--- src/rtl/fetch_aligner.sv ---
// Instruction fetch aligner: word-aligned fetches into a 4-halfword queue, presenting
// one aligned 16-bit (RVC) or 32-bit instruction per handshake, with PC redirect.
module fetch_aligner #(
  parameter logic [31:0] RESET = 32'h0000_0000
) (
  input  logic        I_clk,
  input  logic        I_rst,
  output logic [31:0] O_mem_addr,
  output logic        O_mem_req,
  input  logic [31:0] I_mem_rdata,
  input  logic        I_mem_rvalid,
  output logic [31:0] O_inst,
  output logic [31:0] O_inst_pc,
  output logic        O_inst_valid,
  output logic        O_is_compressed,
  input  logic        I_inst_ready,
  input  logic        I_redirect,
  input  logic [31:0] I_redirect_pc
);

  logic [63:0] hq_q, hq_d, hq_shift;
  logic [2:0]  cnt_q, cnt_nxt, base, n_pop, n_push;
  logic [31:0] pc_q, fetch_q;
  logic        pending_q, discard_q, skip_low_q;

  logic [15:0] hq0, hq1;
  logic        is_rvc, inst_valid, pop, rv_eff, push, mem_req;
  logic [15:0] first_hw;

  assign hq0    = hq_q[15:0];
  assign hq1    = hq_q[31:16];
  assign is_rvc = (hq0[1:0] != 2'b11);

  assign inst_valid = is_rvc ? (cnt_q >= 3'd1) : (cnt_q >= 3'd2);
  assign pop        = inst_valid & I_inst_ready & ~I_redirect;
  assign n_pop      = !pop ? 3'd0 : (is_rvc ? 3'd1 : 3'd2);

  // A response is only meaningful if we actually have a request outstanding.
  assign rv_eff   = I_mem_rvalid & pending_q;
  assign push     = rv_eff & ~discard_q & ~I_redirect;
  assign n_push   = !push ? 3'd0 : (skip_low_q ? 3'd1 : 3'd2);
  assign first_hw = skip_low_q ? I_mem_rdata[31:16] : I_mem_rdata[15:0];

  assign base    = cnt_q - n_pop;
  assign cnt_nxt = base + n_push;

  // Requesting only when at most 2 halfwords are queued guarantees room for the reply.
  assign mem_req = I_rst & ~I_redirect & (~pending_q | rv_eff)
                 & ~(discard_q & pending_q) & (cnt_nxt <= 3'd2);

  always_comb begin
    hq_shift = hq_q;
    case (n_pop)
      3'd1:    hq_shift = {16'h0000, hq_q[63:16]};
      3'd2:    hq_shift = {32'h0000_0000, hq_q[63:32]};
      default: hq_shift = hq_q;
    endcase
    hq_d = hq_shift;
    for (int i = 0; i < 4; i++) begin
      if (push && (base == 3'(i)))
        hq_d[16*i +: 16] = first_hw;
      if (push && !skip_low_q && ((base + 3'd1) == 3'(i)))
        hq_d[16*i +: 16] = I_mem_rdata[31:16];
    end
  end

  always_ff @(posedge I_clk or negedge I_rst) begin
    if (!I_rst) begin
      hq_q       <= '0;
      cnt_q      <= '0;
      pc_q       <= RESET & ~32'h1;
      fetch_q    <= RESET & ~32'h3;
      skip_low_q <= RESET[1];
      pending_q  <= 1'b0;
      discard_q  <= 1'b0;
    end else if (I_redirect) begin
      cnt_q      <= '0;
      pc_q       <= I_redirect_pc & ~32'h1;
      fetch_q    <= I_redirect_pc & ~32'h3;
      skip_low_q <= I_redirect_pc[1];
      // A request still in flight must have its reply dropped when it lands.
      pending_q  <= pending_q & ~I_mem_rvalid;
      discard_q  <= pending_q & ~I_mem_rvalid;
    end else begin
      hq_q  <= hq_d;
      cnt_q <= cnt_nxt;
      if (pop)
        pc_q <= pc_q + (is_rvc ? 32'd2 : 32'd4);
      if (mem_req) begin
        fetch_q   <= fetch_q + 32'd4;
        pending_q <= 1'b1;
      end else if (rv_eff) begin
        pending_q <= 1'b0;
      end
      if (rv_eff && discard_q)
        discard_q <= 1'b0;
      if (push)
        skip_low_q <= 1'b0;
    end
  end

  assign O_mem_req       = mem_req;
  assign O_mem_addr      = mem_req ? fetch_q : 32'h0;
  assign O_inst_valid    = inst_valid;
  assign O_is_compressed = inst_valid & is_rvc;
  assign O_inst          = !inst_valid ? 32'h0 : (is_rvc ? {16'h0000, hq0} : {hq1, hq0});
  assign O_inst_pc       = inst_valid ? pc_q : 32'h0;

endmodule
--- config.mk ---
export PLATFORM = sky130hd
export DESIGN_NAME = fetch_aligner
export DESIGN_NICKNAME = d
export VERILOG_FILES = /design/src/rtl/fetch_aligner.sv
export SDC_FILE = /design/constraint.sdc
export NUM_CORES = 1
export LEC_CHECK = 0
export ABC_AREA = 1
export CORE_UTILIZATION = 49
export DETAILED_ROUTE_END_ITERATION = 12
export PLACE_DENSITY = 0.78
export SYNTH_ARGS = -nofsm -noshare
export SYNTH_HDL_FRONTEND = slang
export SYNTH_SLANG_ARGS = --single-unit
export TNS_END_PERCENT = 10
--- constraint.sdc ---
create_clock -name I_clk -period 4.6 [get_ports I_clk]
set_input_delay 0.92 -clock I_clk [delete_from_list [all_inputs] [get_ports I_clk]]
set_output_delay 0.92 -clock I_clk [all_outputs]
set_load 0.02 [all_outputs]
==> results of run 1 <==
[through the flow]
stage / utilization / hold slack, ns
after floorplan: - / 0.449
after global placement: 0.609 / 0.466
after detailed placement: 0.609 / 0.468
after CTS: 0.635 / 0.328
after global routing: 0.648 / 0.332
final: 0.648 / 0.324
[placed cells by master, fill, tap and decap left out, types with 7 or more instances in the layout]
cell type	count
nand2_1	435
inv_1	217
nor2_1	193
nand3_1	138
dfrtp_1	131
clkdlybuf4s50_1	128
o21ai_0	127
buf_4	65
a21oi_1	44
o211ai_1	42
clkbuf_16	18
xor2_1	17
nand4_1	16
nor3_1	14
nor2_2	12
nor2_4	8
o21ai_1	7
[kinds of logic (layout without fill, tap and decap cells)]
family                     count (synthesis)  after routing  share of synthesized area
other                                      1              3                   0.000395
and+or+nand+nor                          831            831                      0.360
DFF                                      131            131                      0.345
adders and majority gates                  9              9                     0.0142
buffers and inverters                    293            464                      0.121
AOI/OAI and AO/OA                        237            237                      0.141
xor gates and xnor gates                  19             19                     0.0175
[where the power goes]
part	internal, uW	switching [uW]	total [uW]
registers	1520	301	1820
clock network	874	553	1430
logic	923	1470	2400
[routing by layer]
metal	up-vias	wire, um	global-route usage
met5	-	0	0
met4	0	1900	0.211
met3	126	2660	0.0560
met2	595	15800	0.563
met1	4990	13000	0.418
li1	5128	-	-
[final cells by class]
| class | count | area share |
|---|---|---|
| inverter | 221 | 0.0680 |
| timing repair buffer | 211 | 0.164 |
| tap | 260 | 0.0267 |
| sequential | 131 | 0.269 |
| clock buffer | 22 | 0.0405 |
| multi-input combinational | 1099 | 0.422 |
| clock inverter | 10 | 0.00994 |
[state kept, by name, indices dropped and copies added (netlist names)]
name	count
pending_q	1
cnt_q	3
hq_q	64
pc_q	31
fetch_q	30
discard_q	1
skip_low_q	1
[final timing paths]
path | endpoint | cells after the start | slack, ns
max reg2reg | fetch_q[16] | 20 | 0.72
max in group asynchronous | hq_q[44] | 2 | 3.14
min reg2reg | hq_q[3] | 2 | 0.48
min in group I_clk | hq_q[3] | 2 | 0.48
min | fetch_q[21] | 1 | 0.32
max | O_mem_addr[20] | 15 | 0.21
[timing repair]
item,4_1_cts,5_1_grt
pin swaps,0,4
endpoints found under the setup margin,31,31
gates resized for setup,131,56
hold endpoints to repair,0,0
setup buffers,0,6
gates cloned,0,1
[critical path, delay by kind of cell (launching register included)]
family / cells / cell delay (ns)
AND/OR/NAND/NOR: 7 / 0.63
buffers and inverters: 5 / 0.76
adder cells (fa/ha/maj): 3 / 1.23
flip-flops: 1 / 0.40
==> summary.md, run 1 <==
| Metric | Value |
|---|---|
| Status | `finished, final reports clean` |
| CTS tree | `yes` |
| # setup viols final | `0` |
| Initial Utilization | `0.504` |
| Asr flop ratio synth | `1.00` |
| Clk_lat worst skew | `0.43 ns` |
| Max cap viols | `0` |
| Leakage Power | `0.00604 uW` |
| Sink Count | `131` |
| Setup WS post-layout | `0.213 ns` |
| HP Class | `primary input to asynchronous set/reset pin` |
| Ranking of synthesized cells by area | `dfrtp_1 35%, nand2_1 17%, inv_1 8.6%` |
| Antenna Cells | `0` |
| Crit path DAT | `3.47 ns` |
| Synth warn | `0` |
| First-pass GRT wire length | `52.5 mm` |
| H-tree lvl count | `4` |
| Top cell type's share of synthesized area | `0.345` |
| Pre-CTS setup slack | `-0.478 ns` |
| Initial antenna violation count | `0` |
| Total Neg Setup Slack | `0 ns` |
| Root Driver | `clkbuf_16` |
| Yosys reg bits | `131` |
| CP cell instances | `nand2_2 -> inv_1 -> nor2_1 -> ha_2 -> fa_1 -> fa_1 -> inv_1 -> nand2_1 -> nand3_1 -> nor2_1 -> nand2_2 -> buf_4 -> buf_12 -> nor2_1 -> buf_4` |
| Clk slew on worst S/H paths | `0.06 ns` |
| Post-synth top cells | `436 x nand2_1, 217 x inv_1, 210 x nor2_1, 138 x nand3_1, 131 x dfrtp_1` |
| Via Count | `10839` |
| Post-DP HPWL | `23.1 mm` |
| Total CTS buffers | `17` |
| Average routed wire per standard cell | `17.1 um` |
| Row Count | `50` |
| Port bufs | `163` |
| Cell with the most instances after synthesis | `nand2_1` |
| Critical path startpoint category | `flip-flop` |
| Pwr/cell area | `462 nW/um^2` |
| Ys flop type | `dfrtp_1` |
| Required time worst endpoint | `3.68 ns` |
| Hold_buf cts | `0` |
| Syn Inst Count | `1521` |
| Skew final | `0.00918 ns` |
| Vias in the first global route | `10352` |
| Critical Path End Type | `output port` |
| Crit. Startpoint | `hq_q[0]` |
| Critical-path maximum fanout | `18` |
| DRT antenna net count | `0` |
| Area Overhead vs Synth | `28.6%` |
| Core area | `18800 um^2` |
| Largest net degree at the start of global routing | `69` |
| Share of post-route cells with drive strength above 1 | `0.0868` |
| Part of the Yosys area used for sequential elements | `0.345` |
| I/O Pins | `168` |
| Vias/cell | `5.55` |
| Highest Clock Rate | `228 MHz` |
| Slowest Stage Delay on Critical Path | `0.52 ns` |
| Worst vdd ir | `0.314 mV` |
| Post-synth EDFFs | `0` |
| Non-filler instance count after layout | `1954` |
| Unique masters post-synth | `35` |
| Worst-margin pin slew | `0.887 ns` |
| Gpl congestion | `0.975` |
| DRC | `0` |
| RSZ-0062 raised after global routing | `no` |
| Setup CP Type | `flip-flop to output port` |
| Fin. Hold Viols | `0` |
| R2r startpoint | `hq_q[0]` |
| Fin nets | `1759` |
| Die Height | `141 um` |
| GR Overflow Total | `0` |
| Post-route cell area | `12200 um^2` |
| Flip-flop and latch area | `3280 um^2` |
| Final Power | `5640 uW` |
| Most used cell, CP | `nor2_1` |
| CP max stage cell | `fa_1` |
| Slew headroom | `0.408` |
| Footprint of the multi-input gates | `5160 um^2` |
| Crit share post-route | `0.954` |
| Placed cells | `1915` |
| Max Slew Vio Count | `0` |
| GRT Overall Usage | `0.341` |
| Placement Cell Area | `11500 um^2` |
| DRT Pass-1 Iters | `6` |
| Die area | `19900 um^2` |
| DIE WIDTH | `141 um` |
| Clock Path Buffers | `2` |
| Syn Std Cell Area | `9490 um^2` |
| Minimum clock period | `4.39 ns` |
| Filler Cells Inserted | `1725` |
| Initial DRC Count | `1004` |
| Area leader, netlist | `dfrtp_1` |
| Mean Syn Cell Area | `6.24 um^2` |
| Detailed Route WL | `33.4 mm` |
No activity file was read; power rests on OpenSTA's default activity.
==> run 2: changes to the inputs <==
- CAP_MARGIN: unset -> 20
==> results of run 2 <==
Final layout, timing and power as in run 1 (identical DEF).
